<file path="config.mk">
export PLATFORM = sky130hd
export DESIGN_NAME = tt_um_emern_load_sched
export DESIGN_NICKNAME = d
export VERILOG_FILES = /design/src/rtl/tt_um_emern_load_sched_pkg.sv /design/src/rtl/tt_um_emern_sync_ff.sv /design/src/rtl/tt_um_emern_load_sched.sv
export SDC_FILE = /design/constraint.sdc
export NUM_CORES = 1
export LEC_CHECK = 0
export CAP_MARGIN = 20
export CORE_MARGIN = 5
export CORE_UTILIZATION = 40
export CTS_CLUSTER_SIZE = 20
export DETAILED_ROUTE_END_ITERATION = 8
export PLACE_DENSITY = 0.82
export SLEW_MARGIN = 30
export SYNTH_ARGS = -nofsm -noshare
export SYNTH_HDL_FRONTEND = slang
export SYNTH_SLANG_ARGS = --single-unit
</file>
<file path="constraint.sdc">
create_clock -name clk -period 3.8 [get_ports clk]
set_clock_uncertainty 0.15 [all_clocks]
set_input_delay 0.57 -clock clk [delete_from_list [all_inputs] [get_ports clk]]
set_output_delay 0.57 -clock clk [all_outputs]
set_load 0.01 [all_outputs]
</file>
<file path="src/rtl/tt_um_emern_load_sched_pkg.sv">
// ---------------------------------------------------------------------------
// tt_um_emern_load_sched_pkg
//
// Purpose:
//   Shared definitions for the load scheduler. It holds the FSM state
//   encoding, the field widths of the polygon/background state, and the
//   packed layout of the shadow copy.
//
// Contents:
//   ST_ACTIVE / ST_VB_WAIT / ST_COMMIT / ST_VB_DONE  FSM encodings (2 bits)
//   COLOR_W, X_W, Y_W, NPOLY                         per-polygon field widths
//   SHADOW_W                                         total shadowed bits (98)
//   shadow_t                                         packed shadow record
//   sat_inc4                                         saturating helper
// ---------------------------------------------------------------------------
package tt_um_emern_load_sched_pkg;

  // FSM state encoding.
  localparam logic [1:0] ST_ACTIVE  = 2'd0;
  localparam logic [1:0] ST_VB_WAIT = 2'd1;
  localparam logic [1:0] ST_COMMIT  = 2'd2;
  localparam logic [1:0] ST_VB_DONE = 2'd3;

  // Field widths. Multi-polygon buses are packed {B,A}.
  localparam int COLOR_W = 6;
  localparam int X_W     = 7;
  localparam int Y_W     = 6;
  localparam int NPOLY   = 2;

  localparam int SHADOW_W = COLOR_W + NPOLY * COLOR_W + 3 * NPOLY * X_W
                          + 3 * NPOLY * Y_W + NPOLY;

  // Field order matters only for the dirty compare and the output unpack;
  // both use this one definition.
  typedef struct packed {
    logic [COLOR_W-1:0]       bg_color;
    logic [NPOLY*COLOR_W-1:0] poly_color;
    logic [NPOLY*X_W-1:0]     v0_x;
    logic [NPOLY*X_W-1:0]     v1_x;
    logic [NPOLY*X_W-1:0]     v2_x;
    logic [NPOLY*Y_W-1:0]     v0_y;
    logic [NPOLY*Y_W-1:0]     v1_y;
    logic [NPOLY*Y_W-1:0]     v2_y;
    logic [NPOLY-1:0]         poly_enable;
  } shadow_t;

  // Saturating 4-bit increment, handy for small event counters.
  function automatic logic [3:0] sat_inc4(input logic [3:0] v);
    return (v == 4'hF) ? v : v + 4'd1;
  endfunction

endpackage

</file>
<file path="src/rtl/tt_um_emern_sync_ff.sv">
// ---------------------------------------------------------------------------
// tt_um_emern_sync_ff
//
// Purpose:
//   N-stage flop synchroniser for a single asynchronous level signal, with a
//   configurable reset value so idle-high signals (such as an active-low chip
//   select) read as idle straight out of reset.
//
// Parameters:
//   STAGES   number of flops in the chain (2 or more)
//   RST_VAL  value loaded into every stage while rst_n is low
//
// Ports:
//   clk    in  1  clock
//   rst_n  in  1  synchronous active-low reset
//   d_in   in  1  asynchronous input
//   q_out  out 1  synchronised output (last stage)
// ---------------------------------------------------------------------------
module tt_um_emern_sync_ff #(
  parameter int   STAGES  = 2,
  parameter logic RST_VAL = 1'b0
) (
  input  logic clk,
  input  logic rst_n,
  input  logic d_in,
  output logic q_out
);

  logic [STAGES-1:0] sync_q;
  logic [STAGES-1:0] sync_d;

  // Stage 0 samples the raw input; every later stage samples its predecessor.
  genvar gi;
  generate
    for (gi = 0; gi < STAGES; gi++) begin : g_stage
      if (gi == 0) begin : g_first
        assign sync_d[gi] = d_in;
      end else begin : g_rest
        assign sync_d[gi] = sync_q[gi-1];
      end
    end
  endgenerate

  always_ff @(posedge clk) begin
    if (!rst_n) begin
      sync_q <= {STAGES{RST_VAL}};
    end else begin
      sync_q <= sync_d;
    end
  end

  assign q_out = sync_q[STAGES-1];

endmodule

</file>
<file path="src/rtl/tt_um_emern_load_sched.sv">
// ---------------------------------------------------------------------------
// tt_um_emern_load_sched
//
// Purpose:
//   Schedules the SPI frontend and the rasteriser. The frontend load window
//   (en_load_out) is only opened during blanking. A shadow copy of all
//   polygon/background state is committed at most once per frame on the
//   rising edge of vertical blank, so the raster never tears. If an SPI
//   transfer is in flight (cs low) the commit waits inside the same vertical
//   blank; if blanking ends first the frame is counted as deferred.
//
// Build option:
//   LOAD_SCHED_DISPLAY_OFF_EN  when defined, display off makes the shadow
//                              transparent and keeps the load window open;
//                              when undefined, display off freezes the
//                              shadow and closes the load window.
//
// Parameters:
//   CS_SYNC_STAGES  synchroniser depth for cs_in (2 or more)
//   DEFER_CNT_W     width of the saturating deferred-commit counter
//
// Ports:
//   clk                in   1   system clock
//   rst_n              in   1   synchronous active-low reset
//   h_blank_in         in   1   horizontal blanking
//   v_blank_in         in   1   vertical blanking
//   display_en_in      in   1   display enabled (low = display off)
//   cs_in              in   1   raw SPI chip select (async, active-low)
//   bg_color_in        in   6   frontend background colour
//   poly_color_in      in   12  frontend colours {B,A}
//   v{0,1,2}_x_in      in   14  frontend vertex x {B,A}
//   v{0,1,2}_y_in      in   12  frontend vertex y {B,A}
//   poly_enable_in     in   2   frontend polygon enables
//   en_load_out        out  1   load window to the frontend
//   *_out              out  =   shadow copy of each *_in
//   commit_pulse_out   out  1   high for the cycle the new shadow appears
//   deferred_cnt_out   out  DEFER_CNT_W  missed-commit frames, saturating
// ---------------------------------------------------------------------------
module tt_um_emern_load_sched
  import tt_um_emern_load_sched_pkg::*;
#(
  parameter int CS_SYNC_STAGES = 2,
  parameter int DEFER_CNT_W    = 4
) (
  input  logic                      clk,
  input  logic                      rst_n,
  input  logic                      h_blank_in,
  input  logic                      v_blank_in,
  input  logic                      display_en_in,
  input  logic                      cs_in,
  input  logic [COLOR_W-1:0]        bg_color_in,
  input  logic [NPOLY*COLOR_W-1:0]  poly_color_in,
  input  logic [NPOLY*X_W-1:0]      v0_x_in,
  input  logic [NPOLY*X_W-1:0]      v1_x_in,
  input  logic [NPOLY*X_W-1:0]      v2_x_in,
  input  logic [NPOLY*Y_W-1:0]      v0_y_in,
  input  logic [NPOLY*Y_W-1:0]      v1_y_in,
  input  logic [NPOLY*Y_W-1:0]      v2_y_in,
  input  logic [NPOLY-1:0]          poly_enable_in,
  output logic                      en_load_out,
  output logic [COLOR_W-1:0]        bg_color_out,
  output logic [NPOLY*COLOR_W-1:0]  poly_color_out,
  output logic [NPOLY*X_W-1:0]      v0_x_out,
  output logic [NPOLY*X_W-1:0]      v1_x_out,
  output logic [NPOLY*X_W-1:0]      v2_x_out,
  output logic [NPOLY*Y_W-1:0]      v0_y_out,
  output logic [NPOLY*Y_W-1:0]      v1_y_out,
  output logic [NPOLY*Y_W-1:0]      v2_y_out,
  output logic [NPOLY-1:0]          poly_enable_out,
  output logic                      commit_pulse_out,
  output logic [DEFER_CNT_W-1:0]    deferred_cnt_out
);

  // -------------------------------------------------------------------------
  // Chip-select synchroniser: idles high so we come out of reset not busy.
  // -------------------------------------------------------------------------
  logic cs_sync;
  logic busy;

  tt_um_emern_sync_ff #(
    .STAGES (CS_SYNC_STAGES),
    .RST_VAL(1'b1)
  ) u_cs_sync (
    .clk  (clk),
    .rst_n(rst_n),
    .d_in (cs_in),
    .q_out(cs_sync)
  );

  assign busy = ~cs_sync;

  // -------------------------------------------------------------------------
  // State
  // -------------------------------------------------------------------------
  logic [1:0]             state_q,    state_d;
  logic                   vb_q,       vb_d;
  shadow_t                shadow_q,   shadow_d;
  logic [DEFER_CNT_W-1:0] defer_q,    defer_d;
  logic                   en_load_q,  en_load_d;
  logic                   pulse_q,    pulse_d;

  shadow_t in_s;
  logic    dirty;
  logic    vb_rise;

  assign in_s = {bg_color_in, poly_color_in,
                 v0_x_in, v1_x_in, v2_x_in,
                 v0_y_in, v1_y_in, v2_y_in,
                 poly_enable_in};

  assign dirty   = (in_s != shadow_q);
  assign vb_rise = v_blank_in & ~vb_q;

  // -------------------------------------------------------------------------
  // Next-state logic
  // -------------------------------------------------------------------------
  always_comb begin
    state_d  = state_q;
    shadow_d = shadow_q;
    defer_d  = defer_q;
    pulse_d  = 1'b0;
    vb_d     = v_blank_in;

    if (!display_en_in) begin
      // Display off parks the scheduler; a commit in progress is abandoned.
      state_d = ST_ACTIVE;
`ifdef LOAD_SCHED_DISPLAY_OFF_EN
      shadow_d = in_s;
`endif
    end else begin
      case (state_q)
        ST_ACTIVE: begin
          if (vb_rise) begin
            if (!dirty) begin
              state_d = ST_VB_DONE;
            end else if (busy) begin
              state_d = ST_VB_WAIT;
            end else begin
              state_d = ST_COMMIT;
            end
          end
        end
        ST_VB_WAIT: begin
          // Blanking ending takes priority over the transfer finishing in
          // the same cycle: the frame is lost either way.
          if (!v_blank_in) begin
            state_d = ST_ACTIVE;
            if (defer_q != {DEFER_CNT_W{1'b1}}) begin
              defer_d = defer_q + 1'b1;
            end
          end else if (!busy) begin
            state_d = ST_COMMIT;
          end
        end
        ST_COMMIT: begin
          state_d = ST_VB_DONE;
        end
        ST_VB_DONE: begin
          // A second vb_rise here is ignored; only the fall re-arms.
          if (!v_blank_in) begin
            state_d = ST_ACTIVE;
          end
        end
        default: begin
          state_d = ST_ACTIVE;
        end
      endcase
    end

    // The snapshot is captured on the edge that enters COMMIT, so the new
    // shadow and the pulse both become visible during the COMMIT cycle.
    if (state_d == ST_COMMIT) begin
      shadow_d = in_s;
      pulse_d  = 1'b1;
    end
  end

  // Load window: closed whenever the next cycle is the commit snapshot.
  always_comb begin
`ifdef LOAD_SCHED_DISPLAY_OFF_EN
    if (!display_en_in) begin
      en_load_d = 1'b1;
    end else begin
      en_load_d = (h_blank_in | v_blank_in) & (state_d != ST_COMMIT);
    end
`else
    en_load_d = (h_blank_in | v_blank_in) & display_en_in & (state_d != ST_COMMIT);
`endif
  end

  // -------------------------------------------------------------------------
  // Registers
  // -------------------------------------------------------------------------
  always_ff @(posedge clk) begin
    if (!rst_n) begin
      state_q   <= ST_ACTIVE;
      vb_q      <= 1'b0;
      shadow_q  <= '0;
      defer_q   <= '0;
      en_load_q <= 1'b0;
      pulse_q   <= 1'b0;
    end else begin
      state_q   <= state_d;
      vb_q      <= vb_d;
      shadow_q  <= shadow_d;
      defer_q   <= defer_d;
      en_load_q <= en_load_d;
      pulse_q   <= pulse_d;
    end
  end

  // -------------------------------------------------------------------------
  // Outputs
  // -------------------------------------------------------------------------
  assign en_load_out      = en_load_q;
  assign commit_pulse_out = pulse_q;
  assign deferred_cnt_out = defer_q;

  assign bg_color_out    = shadow_q.bg_color;
  assign poly_color_out  = shadow_q.poly_color;
  assign v0_x_out        = shadow_q.v0_x;
  assign v1_x_out        = shadow_q.v1_x;
  assign v2_x_out        = shadow_q.v2_x;
  assign v0_y_out        = shadow_q.v0_y;
  assign v1_y_out        = shadow_q.v1_y;
  assign v2_y_out        = shadow_q.v2_y;
  assign poly_enable_out = shadow_q.poly_enable;

endmodule
</file>
==> results of run 1 <==
==> layer usage <==
metal	part of all wire [%]	up-vias
li1	-	2353
met1	46	2111
met2	45	146
met3	6.9	21
met4	2.2	0
met5	0	-
==> layout by cell type (no fill, tap or decap) <==
master / Yosys / layout
clkdlybuf4s50_1: 0 / 206
nand2_1: 198 / 198
dfxtp_1: 109 / 109
mux2i_1: 99 / 99
xor2_1: 96 / 96
nor4_1: 23 / 23
clkbuf_16: 0 / 9
nand4_1: 6 / 6
nand3_1: 5 / 5
xnor2_1: 3 / 3
nor2_1: 3 / 3
a21boi_0: 3 / 3
o21ai_0: 3 / 3
clkbuf_8: 0 / 3
buf_12: 0 / 3
nor3_1: 2 / 2
nor2b_1: 2 / 2
nor3b_1: 2 / 2
a21oi_1: 3 / 2
and2_1: 2 / 2
nand2b_1: 2 / 2
clkbuf_1: 23 / 2
nor4_2: 1 / 1
inv_1: 1 / 1
a21oi_4: 0 / 1
nand4b_1: 1 / 1
o2111ai_1: 1 / 1
or3_1: 1 / 1
o211ai_1: 1 / 1
ha_1: 1 / 1
clkinv_2: 0 / 1
buf_6: 2 / 1
buf_4: 0 / 1
==> power by group through the flow <==
stage / clock [mW] / combinational [mW] / sequential [mW]
final: 0.902 / 0.501 / 1.24
after global routing: 0.966 / 0.541 / 1.25
after CTS: 0.932 / 0.507 / 1.24
after detailed placement: 0 / 0.504 / 1.26
after global placement: 0 / 0.499 / 1.26
after floorplan: 0 / 0.203 / 1.28
==> state kept, by name (all words and copies together), names as in the netlist, 6 cells and up <==
name            count
v0_y_out           12
v0_x_out           14
v2_y_out           12
v2_x_out           14
bg_color_out        6
v1_y_out           12
poly_color_out     12
v1_x_out           14
==> critical path: stages <==
cell	delay (ps)
clkdlybuf4s50_1	440
xor2_1	170
nor4_1	610
nand4_1	340
nor4_2	400
a21oi_4	140
buf_12	240
mux2i_1	170
==> worst paths after layout <==
check / startpoint / end / slack [ps] / cells past startpoint
max: v2_y_in[5] / v1_x_out[4] / 740 / 8
min: u_cs_sync.sync_q[0] / u_cs_sync.sync_q[1] / 260 / 1
max reg2reg: v2_y_out[5] / v1_x_out[4] / 1090 / 7
min reg2reg: u_cs_sync.sync_q[0] / u_cs_sync.sync_q[1] / 260 / 1
==> per-stage QoR <==
stage / utilization, % / cell area [um^2] / power (mW) / worst slack [ps]
5_1_grt: 59.6 / 7830 / 2.75 / 650
4_1_cts: 59.6 / 7830 / 2.68 / 838
3_5_place_dp: 57.5 / 7550 / 1.77 / 463
3_3_place_gp: 57.5 / 7550 / 1.76 / 481
6_report: 59.6 / 7830 / 2.64 / 740
2_1_floorplan: - / 5330 / 1.48 / 1450
==> cell families after synthesis <==
logic type / synth area share [%]
flip-flops: 40.9
multiplexers: 18.6
AO/OA/AOI/OAI: 1.29
XOR/XNOR: 16.3
adder cells (fa/ha/maj): 0.235
buffers and inverters: 2.96
AND/OR/NAND/NOR: 19.7
==> layout make-up <==
class / instances / area [um^2] / area share [%]
clock inverters: 1 / 5.00 / 0.0639
inverters: 1 / 3.75 / 0.0480
flip-flops and latches: 109 / 2180 / 27.9
clock buffers: 14 / 274 / 3.50
repair buffers: 211 / 2140 / 27.3
multi-input cells: 458 / 3000 / 38.3
well taps: 176 / 220 / 2.81
==> flow_metrics.py, run 1 <==
metrics = {
    "logic_synthesis": {
        "netlist_instances": 602,
        "yosysMostFrequentCell": "nand2_1",
        "yosys-top-cells-count": "nand2_1 (198), dfxtp_1 (109), mux2i_1 (99)",
        "yosys.area.top_type_share_pct": 40.9,
        "netlist.top_cell.by_area": "dfxtp_1",
        "synth_nets": 707,
        "async_reset_ff_share_pct": 0,
        "synth.avg_cell_area_um2": 8.85,
        "yosysSeqAreaShare_pct": 40.9,
        "synth_edf_count": 0,
        "ys_ff_latch": 109,
        "yosys_warnings": 0,
        "netlist_area_um2": 5330,
        "synthDistinctLibCells": 27,
        "synth_area_leaders": "dfxtp_1 (41%), mux2i_1 (19%), xor2_1 (16%), nand2_1 (14%), nor4_1 (2.7%)",
        "synth_ff_type": "dfxtp_1",
    },
    "floorplan": {
        "start_util_pct": 40.6,
        "io_pins": 208,
        "coreArea_um2": 13100,
        "row_count": 42,
        "die_area_um2": 15700,
        "die_x_um": 125,
        "fp.dieH_um": 125,
    },
    "cts": {
        "cts-root-buf": "clkbuf_16",
        "clock_path_buffers": 2,
        "path_clk_slew_ps": 70,
        "cts_tree": "yes",
        "ctsResizeCount": 0,
        "insertion_delay_ps": 350,
        "cts_sinks": 109,
        "cts_buffers": 9,
        "cts_max_level": 3,
        "postCtsSetupRepairBufs": 0,
        "cts_hold_buffers": 0,
    },
    "global_route": {
        "grt_pass1_wl_um": 23500,
        "grt_use_total_pct": 18.7,
        "gr-usage-met1_pct": 24.4,
        "grt_start_max_net_pins": 97,
        "antenna_found_initial": 0,
        "overflow": 0,
        "globalRouteMet3Util_pct": 5.37,
        "grtUsageMet2_pct": 29.4,
        "grt_pass1_vias": 4436,
        "top_usage_layer": "met2",
    },
    "power_and_ir_drop": {
        "irDropWorstVdd_mv": 0.189,
        "seq_power_share_pct": 46.9,
        "switching_share_pct": 25.6,
        "power_switching_mw": 0.677,
        "power_frac_comb_pct": 19.0,
        "power_density_nw_per_um2": 338,
        "leakagePower_nw": 3.03,
        "cell_internal_pwr_mw": 1.97,
        "p_clk_share_pct": 34.2,
    },
    "sta": {
        "maxSlewViolCount": 0,
        "fin_tns_setup_ps": 0,
        "finalCriticalPeriod_ps": 3060,
        "fmaxAchievable_mhz": 327,
        "worstMarginPinSlew_ps": 665,
        "finalHoldViolations": 0,
        "rsz0062_at_grt": "no",
        "period_share_pct": 80.5,
        "timing.hold.ws_ps": 263,
        "finalSetupViolCount": 0,
        "slew_headroom_pct": 55.3,
    },
    "place": {
        "post-place-cells": 955,
        "numPortBuffers": 207,
        "post-dp-hpwl_um": 11600,
        "place_congestion": 0.802,
    },
    "drt": {
        "dr.first_iter.drc_count": 222,
        "dr.pass1.iters": 5,
        "postRouteAntennaNets": 0,
        "vias": 4631,
        "wire_per_inst_um": 15.7,
        "vias_per_cell": 4.77,
        "routed_wl_um": 15200,
        "drc": 0,
    },
    "setup_path": {
        "endpoint_kind": "flop",
        "worstPathArrival_ps": 3130,
        "cp-start-kind": "primary input",
        "cp_data_required_time_ps": 3870,
        "path_class": "primary input to flop",
        "worstPathMaxFanout": 50,
    },
    "outcome": {
        "status": "completed",
    },
    "cells_and_area": {
        "stdcell_count": 970,
        "fill_cells": 1131,
        "nets": 895,
        "layout-drive-gt1-share_pct": 2.52,
        "antenna-diode-count": 0,
        "area_growth_pct": 46.9,
    },
    "hold_path": {
        "hp-class": "flop to flop",
    },
    "flow_run": {
        "max_cap_viol_count": 0,
    },
}
Power figures use the tool's default switching activity.
==> inputs of run 2 (changes only) <==
==> constraint.sdc (replaced) <==
create_clock -name clk -period 3 [get_ports clk]
set_clock_uncertainty 0.15 [all_clocks]
set_input_delay 0.45 -clock clk [delete_from_list [all_inputs] [get_ports clk]]
set_output_delay 0.45 -clock clk [all_outputs]
set_load 0.01 [all_outputs]
==> run 2 against run 1 <==
Worst setup slack got worse by 420 ps. Critical endpoint is now v1_x_out[10]. Clock power grew 31%. Core utilization rose by 1.2 points. Critical path depth rose by 2. First-iteration DRC count up 21%. Die area unchanged. Sequential power up 27%. Largest cell class unchanged. Worst hold slack worse by 4.7 ps. Global-route usage is 0.49 points higher. Total power increased by 29%.
==> flow_metrics.py, run 2 (same netlist as run 1, synthesis figures left out) <==
metrics = {
    "cts": {
        "cts_hold_buffers": 0,
        "insertion_delay_ps": 340,
        "clock_path_buffers": 2,
        "cts_tree": "yes",
        "cts-root-buf": "clkbuf_16",
        "cts_sinks": 109,
        "path_clk_slew_ps": 70,
        "cts_buffers": 9,
        "postCtsSetupRepairBufs": 0,
        "cts_max_level": 3,
        "ctsResizeCount": 0,
    },
    "cells_and_area": {
        "multi_input_area_um2": 3000,
        "regArea_um2": 2180,
        "layout-drive-gt1-share_pct": 3.84,
        "fill_cells": 1156,
        "antenna-diode-count": 0,
        "layout_commonest_cell": "clkdlybuf4s50_1",
        "nets": 908,
        "stdcell_count": 984,
        "area_growth_pct": 49.8,
        "final_cell_mix": "clkdlybuf4s50_1 (206), nand2_1 (198), dfxtp_1 (109), mux2i_1 (99), xor2_1 (96)",
        "fin_area_um2": 7980,
    },
    "sta": {
        "period_share_pct": 89.2,
        "finalHoldViolations": 0,
        "finalCriticalPeriod_ps": 2680,
        "fmaxAchievable_mhz": 374,
        "finalSetupViolCount": 0,
        "worstMarginPinSlew_ps": 667,
        "maxSlewViolCount": 0,
        "slew_headroom_pct": 55.5,
        "rsz0062_at_grt": "no",
    },
    "global_route": {
        "grt_start_max_net_pins": 95,
        "grt_pass1_vias": 4689,
        "grt_use_total_pct": 19.2,
        "antenna_found_initial": 0,
        "overflow": 0,
        "grt_pass1_wl_um": 24300,
    },
    "power_and_ir_drop": {
        "irDropWorstVdd_mv": 0.212,
        "power_density_nw_per_um2": 427,
        "leakagePower_nw": 3.12,
    },
    "drt": {
        "dr.pass1.iters": 4,
        "drc": 0,
        "postRouteAntennaNets": 0,
        "wire_per_inst_um": 15.6,
        "routed_wl_um": 15400,
        "dr.first_iter.drc_count": 269,
        "vias_per_cell": 4.78,
        "vias": 4701,
    },
    "floorplan": {
        "start_util_pct": 40.6,
        "die_area_um2": 15700,
        "die_x_um": 125,
        "coreArea_um2": 13100,
        "fp.dieH_um": 125,
        "row_count": 42,
        "io_pins": 208,
    },
    "place": {
        "numPortBuffers": 207,
        "post-place-cells": 968,
        "post-dp-hpwl_um": 12000,
        "placed_area_um2": 7700,
        "place_congestion": 0.816,
    },
    "flow_run": {
        "max_cap_viol_count": 0,
    },
    "outcome": {
        "status": "completed",
    },
    "setup_path": {
        "cp-start-kind": "primary input",
        "worstPathArrival_ps": 2750,
        "endpoint_kind": "flop",
        "cp_data_required_time_ps": 3070,
        "path_class": "primary input to flop",
        "worstPathMaxFanout": 24,
    },
    "hold_path": {
        "hp-class": "flop to flop",
    },
}
run 2: cell count changes in the layout (fill, tap and decap cells not counted):
| cell | before | now |
|---|---|---|
| clkinv_2 | 1 | 0 |
| bufinv_16 | 0 | 1 |
| clkbuf_8 | 3 | 1 |
| buf_12 | 3 | 7 |
| buf_4 | 1 | 10 |
| clkbuf_1 | 2 | 5 |
run 2: layer usage:
| layer | global-route usage, % | up-vias | share of wire (%) |
|---|---|---|---|
| li1 | - | 2383 | - |
| met1 | 24.6 | 2128 | 44 |
| met2 | 30.6 | 163 | 45 |
| met3 | 5.84 | 27 | 7.5 |
| met4 | 7.08 | 0 | 2.6 |
| met5 | 0 | - | 0 |
run 2: power breakdown:
group	internal (mW)	total (mW)	leakage, nW	switching, mW
Sequential	1.51	1.57	0.888	0.0568
Combinational	0.366	0.656	2.09	0.290
Clock	0.673	1.18	0.138	0.509
Total	2.55	3.41	3.12	0.856
run 2: worst max-delay path: stages:
cell and delay (ps):
clkdlybuf4s50_1 450, xor2_1 190, nor4_1 460, buf_4 200
nand4_1 120, nor4_2 240, buf_4 170, a21oi_4 120
buf_12 200, mux2i_1 140
run 2: final cells by class:
cell class                 instances  share of cell area (%)
multi-input combinational        458                    37.6
timing repair buffer             224                    28.7
sequential                       109                    27.3
clock buffer                      15                    3.23
tap                              176                    2.76
clock inverter                     1                   0.376
inverter                           1                  0.0470
run 2: worst paths after layout:
check	slack [ps]	cells past startpoint	endpoint	start
max reg2reg	570	9	v1_x_out[10]	v2_x_out[13]
max	320	10	v1_x_out[10]	v2_x_in[13]
min reg2reg	260	1	u_cs_sync.sync_q[1]	u_cs_sync.sync_q[0]
min	260	1	u_cs_sync.sync_q[1]	u_cs_sync.sync_q[0]
run 2: per-stage QoR:
step | hold WS [ps] | power [mW] | utilization [%] | setup TNS, ps | worst slack, ps
3_5_place_dp | 245 | 2.26 | 58.6 | -3550 | -63.1
2_1_floorplan | 236 | 1.88 | - | 0 | 769
3_3_place_gp | 243 | 2.25 | 58.6 | -2850 | -40.8
5_1_grt | 308 | 3.56 | 60.8 | 0 | 186
6_report | 259 | 3.41 | 60.8 | 0 | 323
4_1_cts | 262 | 3.44 | 60.8 | 0 | 300
==> inputs of run 3 (changes only) <==
--- a/config.mk
+++ b/config.mk
@@ -11,6 +11,7 @@
 export CTS_CLUSTER_SIZE = 20
 export DETAILED_ROUTE_END_ITERATION = 8
 export PLACE_DENSITY = 0.82
+export REMOVE_ABC_BUFFERS = 1
 export SLEW_MARGIN = 30
 export SYNTH_ARGS = -nofsm -noshare
 export SYNTH_HDL_FRONTEND = slang
==> run 3 against run 2 <==
Final cell count is 0.81% lower. Clock-buffer cell count is 1 lower. Critical path depth is 1 lower. Worst hold slack better by 4.0 ps. Clock power hardly changed. Flip-flop and latch count stayed put.
==> flow_metrics.py, run 3 (same netlist as run 1, synthesis figures left out) <==
metrics = {
    "outcome": {
        "status": "completed",
    },
    "setup_path": {
        "worstPathArrival_ps": 2600,
        "cp-start-kind": "primary input",
        "endpoint_kind": "flop",
        "slowest_delay_ps": 440,
        "crit_chain": "clkdlybuf4s50_1 > xor2_1 > nor4_1 > nand4_1 > nor4_2 > buf_4 > a21oi_4 > buf_12 > mux2i_1",
        "worstPathMaxFanout": 28,
        "cp_slowest_cell": "clkdlybuf4s50_1",
        "cp_data_required_time_ps": 3080,
        "r2r_start": "v2_y_out[7]",
        "path_class": "primary input to flop",
        "cp-startpoint": "v2_y_in[7]",
    },
    "sta": {
        "rsz0062_at_grt": "no",
        "finalSetupViolCount": 0,
        "worstMarginPinSlew_ps": 448,
        "finalCriticalPeriod_ps": 2520,
        "finalHoldViolations": 0,
        "fmaxAchievable_mhz": 397,
        "fin_tns_setup_ps": 0,
        "slew_headroom_pct": 70.1,
        "fin_ws_ps": 478,
        "period_share_pct": 84.1,
        "maxSlewViolCount": 0,
    },
    "floorplan": {
        "start_util_pct": 40.6,
        "fp.dieH_um": 125,
        "die_area_um2": 15700,
        "die_x_um": 125,
        "coreArea_um2": 13100,
        "io_pins": 208,
        "row_count": 42,
    },
    "drt": {
        "vias": 4590,
        "routed_wl_um": 13700,
        "dr.first_iter.drc_count": 221,
        "postRouteAntennaNets": 0,
        "wire_per_inst_um": 14.0,
        "dr.pass1.iters": 4,
        "drc": 0,
        "vias_per_cell": 4.70,
    },
    "cts": {
        "postCtsSetupRepairBufs": 0,
        "insertion_delay_ps": 350,
        "clock_path_buffers": 2,
        "cts_sinks": 109,
        "ctsResizeCount": 0,
        "path_clk_slew_ps": 70,
        "cts_max_level": 3,
        "cts_buffers": 9,
        "cts_hold_buffers": 0,
        "cts_tree": "yes",
        "cts-root-buf": "clkbuf_16",
    },
    "power_and_ir_drop": {
        "leakagePower_nw": 3.07,
        "power_density_nw_per_um2": 429,
        "irDropWorstVdd_mv": 0.313,
    },
    "cells_and_area": {
        "fill_cells": 1150,
        "layout_commonest_cell": "clkdlybuf4s50_1",
        "area_growth_pct": 48.2,
        "final_cell_mix": "clkdlybuf4s50_1 (206), nand2_1 (198), dfxtp_1 (109), mux2i_1 (99), xor2_1 (96)",
        "layout-drive-gt1-share_pct": 3.13,
        "nets": 901,
        "stdcell_count": 976,
        "antenna-diode-count": 0,
    },
    "place": {
        "place_congestion": 0.733,
        "pre_cts_slack_ps": 104,
        "post-place-cells": 961,
        "numPortBuffers": 207,
        "post-dp-hpwl_um": 10300,
    },
    "hold_path": {
        "hp-class": "flop to flop",
        "hp-start": "u_cs_sync.sync_q[0]",
    },
    "flow_run": {
        "max_cap_viol_count": 0,
    },
    "global_route": {
        "grt_use_total_pct": 16.8,
        "antenna_found_initial": 0,
        "grt_pass1_vias": 4463,
        "grt_start_max_net_pins": 87,
        "grt_pass1_wl_um": 21900,
        "overflow": 0,
    },
}
## run 3: changes by cell type in the layout (fill, tap and decap cells not counted), sizes merged
cell / before / now
clkbuf: 15 / 14
buf: 18 / 11
## run 3: per-stage QoR
stage	util (%)	power [mW]	area (um^2)	hold WS [ps]
2_1_floorplan	-	1.89	5180	236
3_3_place_gp	57.9	2.22	7610	245
3_5_place_dp	57.9	2.23	7610	249
4_1_cts	60.1	3.43	7900	264
5_1_grt	60.1	3.53	7900	295
6_report	60.1	3.39	7900	263
## run 3: final cells by class
class / count / area [um^2] / area share (%)
Clock inverter: 1 / 30.0 / 0.380
Timing Repair Buffer: 217 / 2200 / 27.8
Sequential cell: 109 / 2180 / 27.6
Tap cell: 176 / 220 / 2.79
Multi-Input combinational cell: 458 / 3000 / 38.0
Clock buffer: 14 / 264 / 3.34
Inverter: 1 / 3.75 / 0.0475
## run 3: path summary, 6_finish.rpt
path	slack (ps)	depth (start not counted)	end
worst min-delay path	260	1	u_cs_sync.sync_q[1]
worst max-delay path	480	9	v2_y_out[2]
worst min register to register	260	1	u_cs_sync.sync_q[1]
worst max register to register	720	8	v2_y_out[2]
## run 3: worst max-delay path: cells and delay by family
kind,cells,cell delay [ps]
mux,1,140
xor+xnor,1,170
simple gates,3,910
buf+inv,3,810
compound gates,1,110
## run 3: report_power, final
group	internal, mW	switching [mW]
clock network	0.690	0.510
registers	1.51	0.0575
logic	0.355	0.265
## run 3: per-layer routing
metal,share of wire (%),GRT usage (%)
met2,45,26.8
met4,1.4,5.74
met5,0,0
met1,45,21.0
met3,8.5,5.97
